### src/rtl/cache_types.sv
// Types and default widths shared by the cache-side memory interface blocks.
package cache_types;

  typedef enum logic [1:0] {
    IDLE,
    READ,
    WRITE,
    DONE
  } cla_state_t;

  localparam int unsigned S_LINE_DEFAULT  = 256;
  localparam int unsigned S_BURST_DEFAULT = 64;

endpackage

### src/rtl/cacheline_adapter.sv
// Converts 256-bit cache line fills/writebacks into 4-beat 64-bit memory bursts.
module cacheline_adapter
  import cache_types::*;
#(
  parameter int unsigned s_line   = S_LINE_DEFAULT,
  parameter int unsigned s_burst  = S_BURST_DEFAULT,
  parameter int unsigned s_offset = 5
) (
  input  logic                clk,
  input  logic                rst,
  input  logic [s_line-1:0]   line_i,
  output logic [s_line-1:0]   line_o,
  input  logic [31:0]         address_i,
  input  logic                read_i,
  input  logic                write_i,
  output logic                resp_o,
  input  logic [s_burst-1:0]  burst_i,
  output logic [s_burst-1:0]  burst_o,
  output logic [31:0]         address_o,
  output logic                read_o,
  output logic                write_o,
  input  logic                resp_i
);

  localparam int unsigned num_beats = s_line / s_burst;
  localparam int unsigned CW        = (num_beats > 1) ? $clog2(num_beats) : 1;
  localparam logic [CW-1:0] LAST_BEAT = CW'(num_beats - 1);
  localparam logic [31:0]   OFF_MASK  = 32'((64'd1 << s_offset) - 64'd1);

  cla_state_t        r_state;
  logic [CW-1:0]     r_count;
  logic [s_line-1:0] r_line;
  logic [31:0]       r_addr;

  logic              w_last;

  assign w_last = (r_count == LAST_BEAT);

  // One buffer serves both directions: fill beats land in it, writeback data is latched into it.
  always_ff @(posedge clk or posedge rst) begin
    if (rst) begin
      r_state <= IDLE;
      r_count <= '0;
      r_line  <= '0;
      r_addr  <= '0;
    end else begin
      case (r_state)
        IDLE: begin
          if (read_i) begin
            r_addr  <= address_i;
            r_state <= READ;
          end else if (write_i) begin
            r_addr  <= address_i;
            r_line  <= line_i;
            r_state <= WRITE;
          end
        end
        READ: begin
          if (resp_i) begin
            r_line[r_count*s_burst +: s_burst] <= burst_i;
            if (w_last) begin
              r_state <= DONE;
            end else begin
              r_count <= r_count + 1'b1;
            end
          end
        end
        WRITE: begin
          if (resp_i) begin
            if (w_last) begin
              r_state <= DONE;
            end else begin
              r_count <= r_count + 1'b1;
            end
          end
        end
        DONE: begin
          r_count <= '0;
          r_state <= IDLE;
        end
        default: begin
          r_count <= '0;
          r_state <= IDLE;
        end
      endcase
    end
  end

  always_comb begin
    read_o    = (r_state == READ);
    write_o   = (r_state == WRITE);
    resp_o    = (r_state == DONE);
    line_o    = r_line;
    burst_o   = r_line[r_count*s_burst +: s_burst];
    address_o = r_addr & ~OFF_MASK;
  end

endmodule

### config.mk
export PLATFORM = sky130hd
export DESIGN_NAME = cacheline_adapter
export DESIGN_NICKNAME = d
export VERILOG_FILES = /design/src/rtl/cache_types.sv /design/src/rtl/cacheline_adapter.sv
export SDC_FILE = /design/constraint.sdc
export NUM_CORES = 1
export LEC_CHECK = 0
export BUFFER_PORTS_ARGS = -buffer_cell sky130_fd_sc_hd__buf_4
export CAP_MARGIN = 40
export CORE_AREA = 10 10 271 273
export DETAILED_ROUTE_END_ITERATION = 7
export DIE_AREA = 0 0 281 283
export GPL_ROUTABILITY_DRIVEN = 0
export PLACE_DENSITY_LB_ADDON = 0.15
export SYNTH_ARGS = -nofsm -noshare
export SYNTH_HDL_FRONTEND = slang
export SYNTH_SLANG_ARGS = --single-unit
### constraint.sdc
create_clock -name clk -period 7.85 [get_ports clk]
set_clock_uncertainty 0.05 [all_clocks]
set_input_delay 0.3925 -clock clk [delete_from_list [all_inputs] [get_ports clk]]
set_output_delay 0.3925 -clock clk [all_outputs]
set_load 0.02 [all_outputs]
After elaboration in Yosys (flattened, before gate mapping)
Index checks and enable logic that the tools add are counted.
W data, S select, Z words.

word-level totals
  flip-flop bits (word level) = 292
  logic and storage cells = 44
  input bits = 357
  output and inout port bits = 355

operators by class
  equality and inequality tests = 11
  shifts and indexed selects = 3
  reduce and logical (&&, ||, !) cells = 9
  add/sub/neg operators = 2
  multiplexer cells = 15

operators with widths
  kind                         number
  $mux W256                    3
  $pmux W256 S2                1
  $bwmux W256                  1
  $shift A64 B34 Y256 const A  1
  $shiftx A256 B9 Y64          1
  $shiftx A64 B34 Y256         1
  $mux W32                     2
  $neg A8 Y34                  1
  $mux W2                      6
  $eq A2 B2 Y1 const B         3
  $ne A2 B1 Y1 const B         3
  $ne A2 B2 Y1 const B         3
  $pmux W2 S3                  1
  $reduce_and A3 Y1            2
  $reduce_bool A2 Y1           3
  $pmux W2 S2                  1
  $reduce_and A4 Y1            1
  $ne A3 B3 Y1 const B         1
  $add A2 B1 Y2 const B        1
  $eq A2 B1 Y1 const B         1
  $logic_not A2 Y1             1
  $reduce_and A2 Y1            1
  $reduce_or A2 Y1             1

Depth between registers and ports, before layout
Gate-level depths: netlist (run 1).

  depth after elaboration = 5
  gate-level depth with buffers = 9
  depth with buffers taken out = 5

Worst setup path after synthesis (run 1)
Ideal clock, no wire load.

  path type = register -> register
  from = register r_count[0]
  to = register r_line[100] (netlist: line_o[100])
  data required time = 7.675 ns
  library setup time = 0.125 ns
  data arrival time = 2.566 ns
  cell stages (with the launch flop) = 10
  path buffers = 4
  setup slack = 5.110 ns
  clock period less this slack = 2.740 ns
  cell sequence = dfrtp_1 > buf_2 > buf_1 > inv_1 > ha_1 > and2_1 > clkbuf_1 > clkbuf_1 > a32o_1 > mux2_2

between the ends
  cells in the longest elaborated chain, start to end = 5
  elaborated cells between the ends (all ways) = 6
  classes of those cells = add/sub (1); shift (2); mux (3)

ends and longest elaborated chain
  element                                                      line                     source
  start, declared                                              cacheline_adapter.sv:31  logic [CW-1:0] r_count;
  start signal, assigned                                       cacheline_adapter.sv:64  r_count <= r_count + 1'b1;
  start signal, assigned                                       cacheline_adapter.sv:73  r_count <= r_count + 1'b1;
  $neg A8 Y34 *                                                cacheline_adapter.sv:60  r_line[r_count*s_burst +: s_burst] <= burst_i;
  $shiftx A64 B34 Y256 or $shift A64 B34 Y256 (tied branches)  cacheline_adapter.sv:60
  $bwmux W256 *                                                cacheline_adapter.sv:60
  $mux W256 *                                                  cacheline_adapter.sv:59  if (resp_i) begin
  $pmux W256 S2 *                                              cacheline_adapter.sv:47  case (r_state)
  end signal, assigned                                         cacheline_adapter.sv:54  r_line <= line_i;
  end signal, assigned by index                                cacheline_adapter.sv:60
  end, declared                                                cacheline_adapter.sv:32  logic [s_line-1:0] r_line;

Mark *: on every way between the ends. The rest lies on a longest branch, timed or not. The select of a mux whose other input is x is not followed.
A chain may end at the register's enable or synchronous reset.

Worst setup path after layout (run 1)
  from = register r_state[1]
  to = register r_line[228] (netlist: line_o[228])

between the ends
  cells in the longest elaborated chain, start to end = 3
  elaborated cells between the ends (all ways) = 8
  classes of those cells = eq/ne (4); mux (1); reduce/logical (3)

ends and longest elaborated chain
  element                                                      line                     source
  start, declared                                              cacheline_adapter.sv:30  cla_state_t r_state;
  start signal, assigned                                       cacheline_adapter.sv:42  r_state <= IDLE;
  start signal, assigned                                       cacheline_adapter.sv:51  r_state <= READ;
  start signal, assigned                                       cacheline_adapter.sv:55  r_state <= WRITE;
  $eq A2 B1 Y1 or $logic_not A2 Y1 (tied branches)             cacheline_adapter.sv:47
  $ne A2 B1 Y1 (no source line), or another cell as far along  -
  $reduce_and A4 Y1 (no source line)                           -

Several ways; a longest one is shown, not always the timed one.

==> results of run 1 <==
metrics by stage:
stage / util [%] / total power [W] / setup slack [ps] / cells / instance area, µm²
final: 35.6 / 0.0127 / 3670 / 2859 / 24300
after global routing: 35.6 / 0.0134 / 3500 / 2858 / 24300
after CTS: 35.6 / 0.0129 / 3560 / 2849 / 24200
after detailed placement: 33.3 / 0.0110 / 3590 / 2751 / 22700
after global placement: 32.8 / 0.0108 / 3640 / 2738 / 22300
after floorplan: - / 0.00754 / 3600 / 1286 / 16500
final timing paths:
path                       depth (start not counted)                      end
setup / recovery                                   8  line_o[228]$_DFFE_PP0P_
hold / removal                                     3    line_o[7]$_DFFE_PP0P_
setup reg to reg                                   8  line_o[228]$_DFFE_PP0P_
hold reg to reg                                    1   r_addr[21]$_DFFE_PP0P_
max in group asynchronous                          6  line_o[190]$_DFFE_PP0P_
min in group asynchronous                          4   line_o[65]$_DFFE_PP0P_
sequential cells by signal (all words and copies together), names as in the netlist:
register / count
r_count: 2
r_state: 2
line_o: 256
r_addr: 27
where the power goes:
part | leakage [nW] | total, W | internal, W | switching (W)
sequential | 3.56 | 0.00297 | 0.00223 | 0.000747
combinational | 6.60 | 0.00794 | 0.00354 | 0.00440
clock | 0.643 | 0.00183 | 0.00110 | 0.000735
cells by family after synthesis:
family | Yosys count
flip-flops | 287
AO/OA/AOI/OAI | 271
adder cells (fa/ha/maj) | 9
other | 1
buffers and inverters | 224
AND/OR/NAND/NOR | 141
multiplexers | 349
worst reg2reg max path, delay by kind of cell, from the launching register on:
kind                     cells  cell delay [ps]
AND/OR/NAND/NOR              1              240
multiplexers                 1              470
flip-flops                   1              410
buffers and inverters        4             2100
AO/OA/AOI/OAI                1              250
adder cells (fa/ha/maj)      1              520
synthesized netlist by cell type (all sizes together):
master   count
a211oi       4
a21boi       5
a21oi        1
a221oi       1
a22o         1
a32o       128
and2         1
and3b        2
buf         58
clkbuf      95
conb         1
dfrtp      287
ha           9
inv         71
mux2       284
mux2i        1
mux4        64
nand2       64
nand2b       3
nand3        1
nand4b      64
nor2         3
nor2b        3
o21ai        2
o2bb2ai     64
o32ai       65
area by class of cell:
cell class,instances,area [µm²]
Sequential cell,287,7190
Clock buffer,59,1170
Antenna cell,10,25.0
Multi-Input combinational cell,775,8310
Tap cell,882,1100
Clock inverter,11,124
Timing Repair Buffer,764,6070
Fill cell,6852,43800
Inverter,71,275
per-layer routing:
layer | up-vias | part of all wire, % | global-route usage [%] | routed length, µm
li1 | 6381 | - | - | -
met3 | 131 | 7.9 | 5.75 | 6830
met2 | 612 | 51 | 36.9 | 44200
met5 | - | 0.078 | 0 | 68
met1 | 7895 | 38 | 24.5 | 33400
met4 | 8 | 2.8 | 6.71 | 2480
what timing repair did:
action | CTS | global route
gates resized for setup | 0 | 0
hold endpoints to repair | 45 | 0
endpoints found under the setup margin | 0 | 0
hold buffers | 28 | 0
==> metrics.yaml, run 1 <==
synth:
  synth_area_per_cell_um2: 12.8
  post_synth_num_cell_types: 33
  synth_area_leader_cell: "dfrtp_1"
  synth_compound_area_share_pct: 15.6
  synth_largest_type_area_fraction_pct: 43.7
  synth_top_family_by_area: "multiplexers"
  synthMuxAreaShare_pct: 28.3
  synth_seq_cells: 287
  synth_adder_area_share_pct: 0.685
  synthCells: 1282
  synth_area_um2: 16400
  synth_xor_xnor_area_share_pct: 0
  synth-simple-area-share_pct: 5.35
  synth_area_leaders: "dfrtp_1 (44%), mux2_2 (17%), mux4_2 (8.8%)"
  ys_warn_count: 0
  ys_seq_area_share_pct: 43.7
sta:
  hold_ws_ps: 102
  setup_viol: 0
  drv_slew: 0
  min_period_ps: 4180
  fin_crit_sh_pct: 53.2
  setup_tns_ps: 0
  rsz0062_at_grt: "no"
  relSlewSlack_pct: 33.9
  worstMarginPinSlew_ps: 991
  hold_viol: 0
  fmax_mhz: 239
place:
  io_buffer_count: 701
  dpl.hpwl_um: 61000
critical_path:
  path_class: "reg -> reg"
  start_kind: "flop"
  critical_path.max_fanout: 46
  r2r-start: "r_state[1]$_DFFE_PP0P_"
  critPathLaunch: "r_state[1]$_DFFE_PP0P_"
  endpoint_kind: "flop"
  cp.required_ps: 8230
  path_common_cell: "buf_4"
  cp.arrival_ps: 4560
  cp_slowest_stage_delay_ps: 710
  crit_chain: "inv_1, ha_4, buf_4, nor2_2, a211oi_4, buf_4, buf_4, mux2_2"
  cpMaxStageDelayCell: "buf_4"
  cp_top_family: "buffers and inverters"
  path_buf_inv: 4
  ff2ff_setup_slack_ps: 3670
floorplan:
  initial_utilization_pct: 24.2
  core_area_um2: 68100
  fp.dieW_um: 281
  dieArea_um2: 79500
  num_rows: 96
  die_h_um: 283
  ios: 712
pwr:
  ir_drop_mv: 0.288
  power_density_nw_per_um2: 525
  p_leak_nw: 10.8
route:
  avgRoutedWirePerCell_um: 30.4
  drc: 0
  drt_pre_antenna_iters: 5
  via_count: 15027
  viasPerCell: 5.26
  final_antenna_net_count: 0
  finalWirelength_um: 87000
  drt_iter0_drc: 973
clock_network:
  cts_buffers: 39
  htreeDepth: 2
  cts.sinks: 287
  clk_pin_slew_ps: 60
  clockBufferDepth: 3
  worstSkewPairLatency_ps: 560
  clock-root-buffer: "clkbuf_16"
  cts_tree: "built"
  cts_setup_buffers: 0
cells_and_area:
  drive_gt1_share_pct: 57.5
  syn_to_final_growth_pct: 47.5
  final_common_cell: "buf_4"
  final_cell_mix: "buf_4 (722), dfrtp_1 (285), mux2_2 (252)"
  nets: 2304
min_path:
  hold_class: "in -> reg"
  hold_path_startpoint: "line_i[7]"
outcome:
  outcome: "completed"
global_route:
  grt_usage_pct: 21.1
  grt_pass1_wl_um: 125000
  grt_overflow: 0
  grt_pass1_vias: 16349
  antenna_found_initial: 13
  grt_max_degree: 151
job:
  max_cap_viol_count: 0
Power figures use the tool's default switching activity.
==> inputs of run 2 (changes only) <==
--- a/config.mk
+++ b/config.mk
@@ -7,9 +7,9 @@
 export LEC_CHECK = 0
 export BUFFER_PORTS_ARGS = -buffer_cell sky130_fd_sc_hd__buf_4
 export CAP_MARGIN = 40
-export CORE_AREA = 10 10 271 273
+export CORE_AREA = 10 10 265 267
 export DETAILED_ROUTE_END_ITERATION = 7
-export DIE_AREA = 0 0 281 283
+export DIE_AREA = 0 0 275 277
 export GPL_ROUTABILITY_DRIVEN = 0
 export PLACE_DENSITY_LB_ADDON = 0.15
 export SYNTH_ARGS = -nofsm -noshare
==> constraint.sdc (replaced) <==
create_clock -name clk -period 3.95 [get_ports clk]
set_clock_uncertainty 0.05 [all_clocks]
set_input_delay 0.1975 -clock clk [delete_from_list [all_inputs] [get_ports clk]]
set_output_delay 0.1975 -clock clk [all_outputs]
set_load 0.02 [all_outputs]
==> run 2 against run 1 <==
  * Die area shrank 4.2%
  * Global-route usage up 0.95 points
  * Register-to-register slack worse by 3100 ps
  * Critical path depth unchanged
  * Clock-buffer cell count increased by 2
  * Flip-flop and latch count did not move
  * Fmax is 23% higher
==> metrics.yaml, run 2 (synthesis gave the netlist of run 1 again) <==
route:
  viasPerCell: 5.17
  drc: 0
  avgRoutedWirePerCell_um: 27.1
  drt_iter0_drc: 943
  final_antenna_net_count: 0
  finalWirelength_um: 86900
  drt_pre_antenna_iters: 5
  via_count: 16548
place:
  dpl.hpwl_um: 60400
  pre_cts_slack_ps: 898
  io_buffer_count: 701
cells_and_area:
  drive_gt1_share_pct: 48.3
  largest_register_ff_count: 256
  multi_input_area_um2: 8310
  final_common_cell: "buf_4"
  final_cell_mix: "buf_4 (726), dlygate4sd3_1 (394), dfrtp_1 (285)"
  syn_to_final_growth_pct: 69.0
  seq_area_um2: 7190
  utilization_pct: 42.7
  n_fill_cell: 6205
  nets: 2673
min_path:
  whs_endpoint: "line_o[98]$_DFFE_PP0P_"
  hold_path_startpoint: "burst_i[34]"
  hold_path_depth: 3
  hold_class: "in -> reg"
global_route:
  grt_usage_pct: 22.0
  grt_pass1_wl_um: 128000
  grt_max_degree: 92
  antenna_found_initial: 10
  grt_pass1_vias: 18505
  grt_overflow: 0
floorplan:
  fp.dieW_um: 275
  num_rows: 94
  initial_utilization_pct: 25.2
  die_h_um: 277
  core_area_um2: 65200
  dieArea_um2: 76200
  ios: 712
critical_path:
  r2r-start: "r_count[0]$_DFFE_PP0P_"
  rr_worst_depth: 8
  start_kind: "flop"
  critical_path.max_fanout: 76
  ff2ff_setup_slack_ps: 540
  cpMaxStageDelayCell: "dfrtp_4"
  endpoint_kind: "flop"
  timing.rr.end: "line_o[122]$_DFFE_PP0P_"
  cp.required_ps: 4400
  cp_slowest_stage_delay_ps: 620
  cp.arrival_ps: 3850
  crit_chain: "inv_1, ha_4, and3b_4, buf_16, buf_12, a32o_1, dlygate4sd3_1, mux2_2"
  path_class: "reg -> reg"
  path_buf_inv: 4
  cp_top_family: "buffers and inverters"
pwr:
  p_int_w: 0.0142
  comb_power_share_pct: 63.6
  p_sw_share_pct: 45.1
  pwr-share-clk_pct: 13.7
  p_leak_nw: 12.4
  power_density_nw_per_um2: 929
  seqPwrFrac_pct: 22.6
  power_switching_w: 0.0117
  ir_drop_mv: 0.749
job:
  max_cap_viol_count: 0
sta:
  drv_slew: 0
  fin_crit_sh_pct: 86.2
  fin_ws_ps: 545
  relSlewSlack_pct: 43.1
  hold_viol: 0
  min_period_ps: 3410
  rsz0062_at_grt: "no"
  worstMarginPinSlew_ps: 853
  setup_viol: 0
  fmax_mhz: 294
clock_network:
  clockBufferDepth: 3
  clock-root-buffer: "clkbuf_16"
  cts_tree: "built"
  htreeDepth: 2
  cts_resized: 0
  clk_pin_slew_ps: 60
  cts.sinks: 287
  worstSkewPairLatency_ps: 550
  cts_buffers: 39
outcome:
  outcome: "completed"
-- run 2: power groups by stage --
stage / sequential, W / combinational, W / clock [W]
floorplan: 0.00696 / 0.00803 / 0
global placement: 0.00582 / 0.0155 / 0
detailed placement: 0.00587 / 0.0158 / 0
CTS: 0.00584 / 0.0166 / 0.00365
global route: 0.00600 / 0.0174 / 0.00376
finish: 0.00584 / 0.0164 / 0.00355
-- run 2: worst max path at each step --
stage	startpoint	endpoint	slack, ps	cells after the start
2_1_floorplan	rst	line_o[0]$_DFFE_PP0P_	-100	1
5_1_grt	r_count[0]$_DFFE_PP0P_	line_o[200]$_DFFE_PP0P_	500	8
3_3_place_gp	r_state[1]$_DFFE_PP0P_	line_o[112]$_DFFE_PP0P_	940	7
6_report	r_count[0]$_DFFE_PP0P_	line_o[122]$_DFFE_PP0P_	540	8
4_1_cts	r_count[0]$_DFFE_PP0P_	line_o[120]$_DFFE_PP0P_	640	7
3_5_place_dp	r_state[1]$_DFFE_PP0P_	line_o[111]$_DFFE_PP0P_	900	7
-- run 2: through the flow --
step	setup TNS [ps]	hold slack [ps]	total power (W)	cells	cell area, µm²
floorplan	-29480	298	0.0150	1286	16500
global placement	0	327	0.0214	2733	22500
detailed placement	0	324	0.0216	2736	22600
CTS	0	0.737	0.0261	3195	27800
global route	0	22.9	0.0271	3201	27800
finish	0	31.6	0.0258	3202	27800
-- run 2: repair_timing --
item,CTS,global route
endpoints found under the hold margin,308,0
buffers inserted,0,0
hold buffers,394,0
-- run 2: worst min-delay path: cells and delay by family --
family | cells | cell delay (ps)
compound gates | 1 | 150
mux | 1 | 130
buf+inv | 1 | 120
-- run 2: final cells by class --
class / count / area share [%]
flip-flops and latches: 287 / 25.9
clock inverters: 4 / 0.261
repair buffers: 1133 / 34.8
diodes: 7 / 0.0630
clock buffers: 61 / 4.25
multi-input cells: 775 / 29.9
inverters: 71 / 0.990
well taps: 864 / 3.89
-- run 2: routing by layer --
layer | part of all wire [%] | track usage, %
met2 | 50 | 38.8
met4 | 2.5 | 6.57
met1 | 40 | 25.7
met5 | 0.010 | 0
met3 | 7.5 | 5.60
==> inputs of run 3 (changes only) <==
--- a/config.mk
+++ b/config.mk
@@ -12,6 +12,7 @@
 export DIE_AREA = 0 0 275 277
 export GPL_ROUTABILITY_DRIVEN = 0
 export PLACE_DENSITY_LB_ADDON = 0.15
+export RECOVER_POWER = 50
 export SYNTH_ARGS = -nofsm -noshare
 export SYNTH_HDL_FRONTEND = slang
 export SYNTH_SLANG_ARGS = --single-unit
==> run 3 against run 2 <==
  * The run now ends with capacitance limit, slew limit left
  * Die area stayed put
  * Fmax decreased by 0.92%
  * Sequential share of layout area is 1.1 points higher
  * Critical path depth did not move
  * Combinational power is 7% lower
  * Clock-buffer cell count did not move
  * Critical path type unchanged
  * Largest cell class unchanged
==> metrics.yaml, run 3 (synthesis gave the netlist of run 1 again) <==
outcome:
  outcome: "finished, violations left"
  violations: "capacitance limit, slew limit"
clock_network:
  worstSkewPairLatency_ps: 550
  cts_setup_buffers: 0
  hold_buffers: 394
  cts.sinks: 287
  clock-root-buffer: "clkbuf_16"
  cts_buffers: 39
  htreeDepth: 2
  clk_pin_slew_ps: 60
  clockBufferDepth: 3
  cts_tree: "built"
  cts_resized: 0
critical_path:
  critical_path.max_fanout: 76
  cp.required_ps: 4390
  endpoint_kind: "flop"
  start_kind: "flop"
  cp_slowest_stage_delay_ps: 620
  cp.arrival_ps: 3880
  rr_worst_depth: 8
  cp_top_family: "buffers and inverters"
  cpMaxStageDelayCell: "dfrtp_4"
  path_class: "reg -> reg"
  crit_cells: 8
  path_buf_inv: 4
  crit_chain: "inv_1, ha_4, and3b_4, buf_16, buf_12, a32o_1, dlygate4sd3_1, mux2_2"
floorplan:
  num_rows: 94
  initial_utilization_pct: 25.2
  fp.dieW_um: 275
  dieArea_um2: 76200
  core_area_um2: 65200
  ios: 712
  die_h_um: 277
pwr:
  pwr-share-clk_pct: 14.4
  p_sw_share_pct: 47.1
  ir_drop_mv: 0.755
  comb_power_share_pct: 62.1
  power_switching_w: 0.0116
  p_leak_nw: 11.3
  p_int_w: 0.0131
  seqPwrFrac_pct: 23.5
  power_w: 0.0247
  power_density_nw_per_um2: 924
route:
  drc: 0
  drt_pre_antenna_iters: 5
  via_count: 16559
  avgRoutedWirePerCell_um: 27.1
  final_antenna_net_count: 0
  finalWirelength_um: 86900
  viasPerCell: 5.17
  drt_iter0_drc: 985
cells_and_area:
  final_common_cell: "buf_4"
  final_area_um2: 26700
  syn_to_final_growth_pct: 62.3
  nets: 2673
  drive_gt1_share_pct: 36.1
  largest_register_ff_count: 256
  final_cell_mix: "buf_4 (439), dlygate4sd3_1 (394), clkbuf_1 (297)"
place:
  pre_cts_slack_ps: 898
  dpl.hpwl_um: 60400
  io_buffer_count: 701
  placed_area_um2: 22600
sta:
  fin_crit_sh_pct: 87.0
  drv_slew: 55
  rsz0062_at_grt: "no"
  worstMarginPinSlew_ps: 1540
  fin_ws_ps: 513
  setup_viol: 0
  hold_viol: 0
  min_period_ps: 3440
  fmax_mhz: 291
  relSlewSlack_pct: -2.90
global_route:
  grt_max_degree: 92
  antenna_found_initial: 10
  grt_pass1_vias: 18505
  grt_usage_pct: 22.0
  grt_overflow: 0
  grt_pass1_wl_um: 128000
min_path:
  hold_class: "in -> reg"
  hold_path_depth: 3
job:
  max_cap_viol_count: 2
run 3: cell count changes in the layout (fill, tap and decap cells not counted):
cell        delta
buf_12         -2
buf_4        -287
clkbuf_1     +285
clkbuf_2       +2
clkbuf_4       +2
clkinvlp_2     +1
clkinvlp_4     -1
diode_2        +1
run 3: metrics by stage:
stage | hold slack, ps | setup TNS [ps] | utilization [%] | instances
6_report | 32.9 | 0 | 41.0 | 3203
3_3_place_gp | 327 | 0 | 34.5 | 2733
4_1_cts | 0.737 | 0 | 42.6 | 3195
3_5_place_dp | 324 | 0 | 34.6 | 2736
5_1_grt | 22.9 | 0 | 41.0 | 3201
2_1_floorplan | 298 | -29480 | - | 1286
run 3: worst min-delay path, cell delays in order:
cell,delay (ps)
buf_4,110
a32o_1,150
mux2_2,140
run 3: path summary, 6_finish.rpt:
check,from,to,slack [ps]
setup reg to reg,r_count[0]$_DFFE_PP0P_,line_o[122]$_DFFE_PP0P_,510
setup / recovery,r_count[0]$_DFFE_PP0P_,line_o[122]$_DFFE_PP0P_,510
hold reg to reg,r_addr[29]$_DFFE_PP0P_,r_addr[29]$_DFFE_PP0P_,450
min in group asynchronous,rst,line_o[136]$_DFFE_PP0P_,500
hold / removal,burst_i[7],line_o[199]$_DFFE_PP0P_,30
max in group asynchronous,rst,line_o[120]$_DFFE_PP0P_,1040
run 3: area by class of cell:
| cell class | instances | area, µm² |
|---|---|---|
| clock inverter | 4 | 72.6 |
| clock buffer | 61 | 1180 |
| multi-input combinational | 775 | 8310 |
| timing repair buffer | 1133 | 8570 |
| sequential | 287 | 7190 |
| inverter | 71 | 273 |
| tap | 864 | 1080 |
| fill | 6490 | 38500 |
| antenna | 8 | 20.0 |
run 3: power by group through the flow:
stage	Combinational, W	Sequential [W]	Clock [W]
after floorplan	0.00803	0.00696	0
after global placement	0.0155	0.00582	0
after detailed placement	0.0158	0.00587	0
after CTS	0.0166	0.00584	0.00365
after global routing	0.0163	0.00597	0.00376
final	0.0153	0.00580	0.00355
run 3: metal layers:
| layer | wire length (µm) | vias up | track usage (%) |
|---|---|---|---|
| li1 | - | 7102 | - |
| met1 | 34400 | 8640 | 25.7 |
| met2 | 43600 | 674 | 38.8 |
| met3 | 6490 | 141 | 5.60 |
| met4 | 2370 | 2 | 6.57 |
| met5 | 9 | - | 0 |
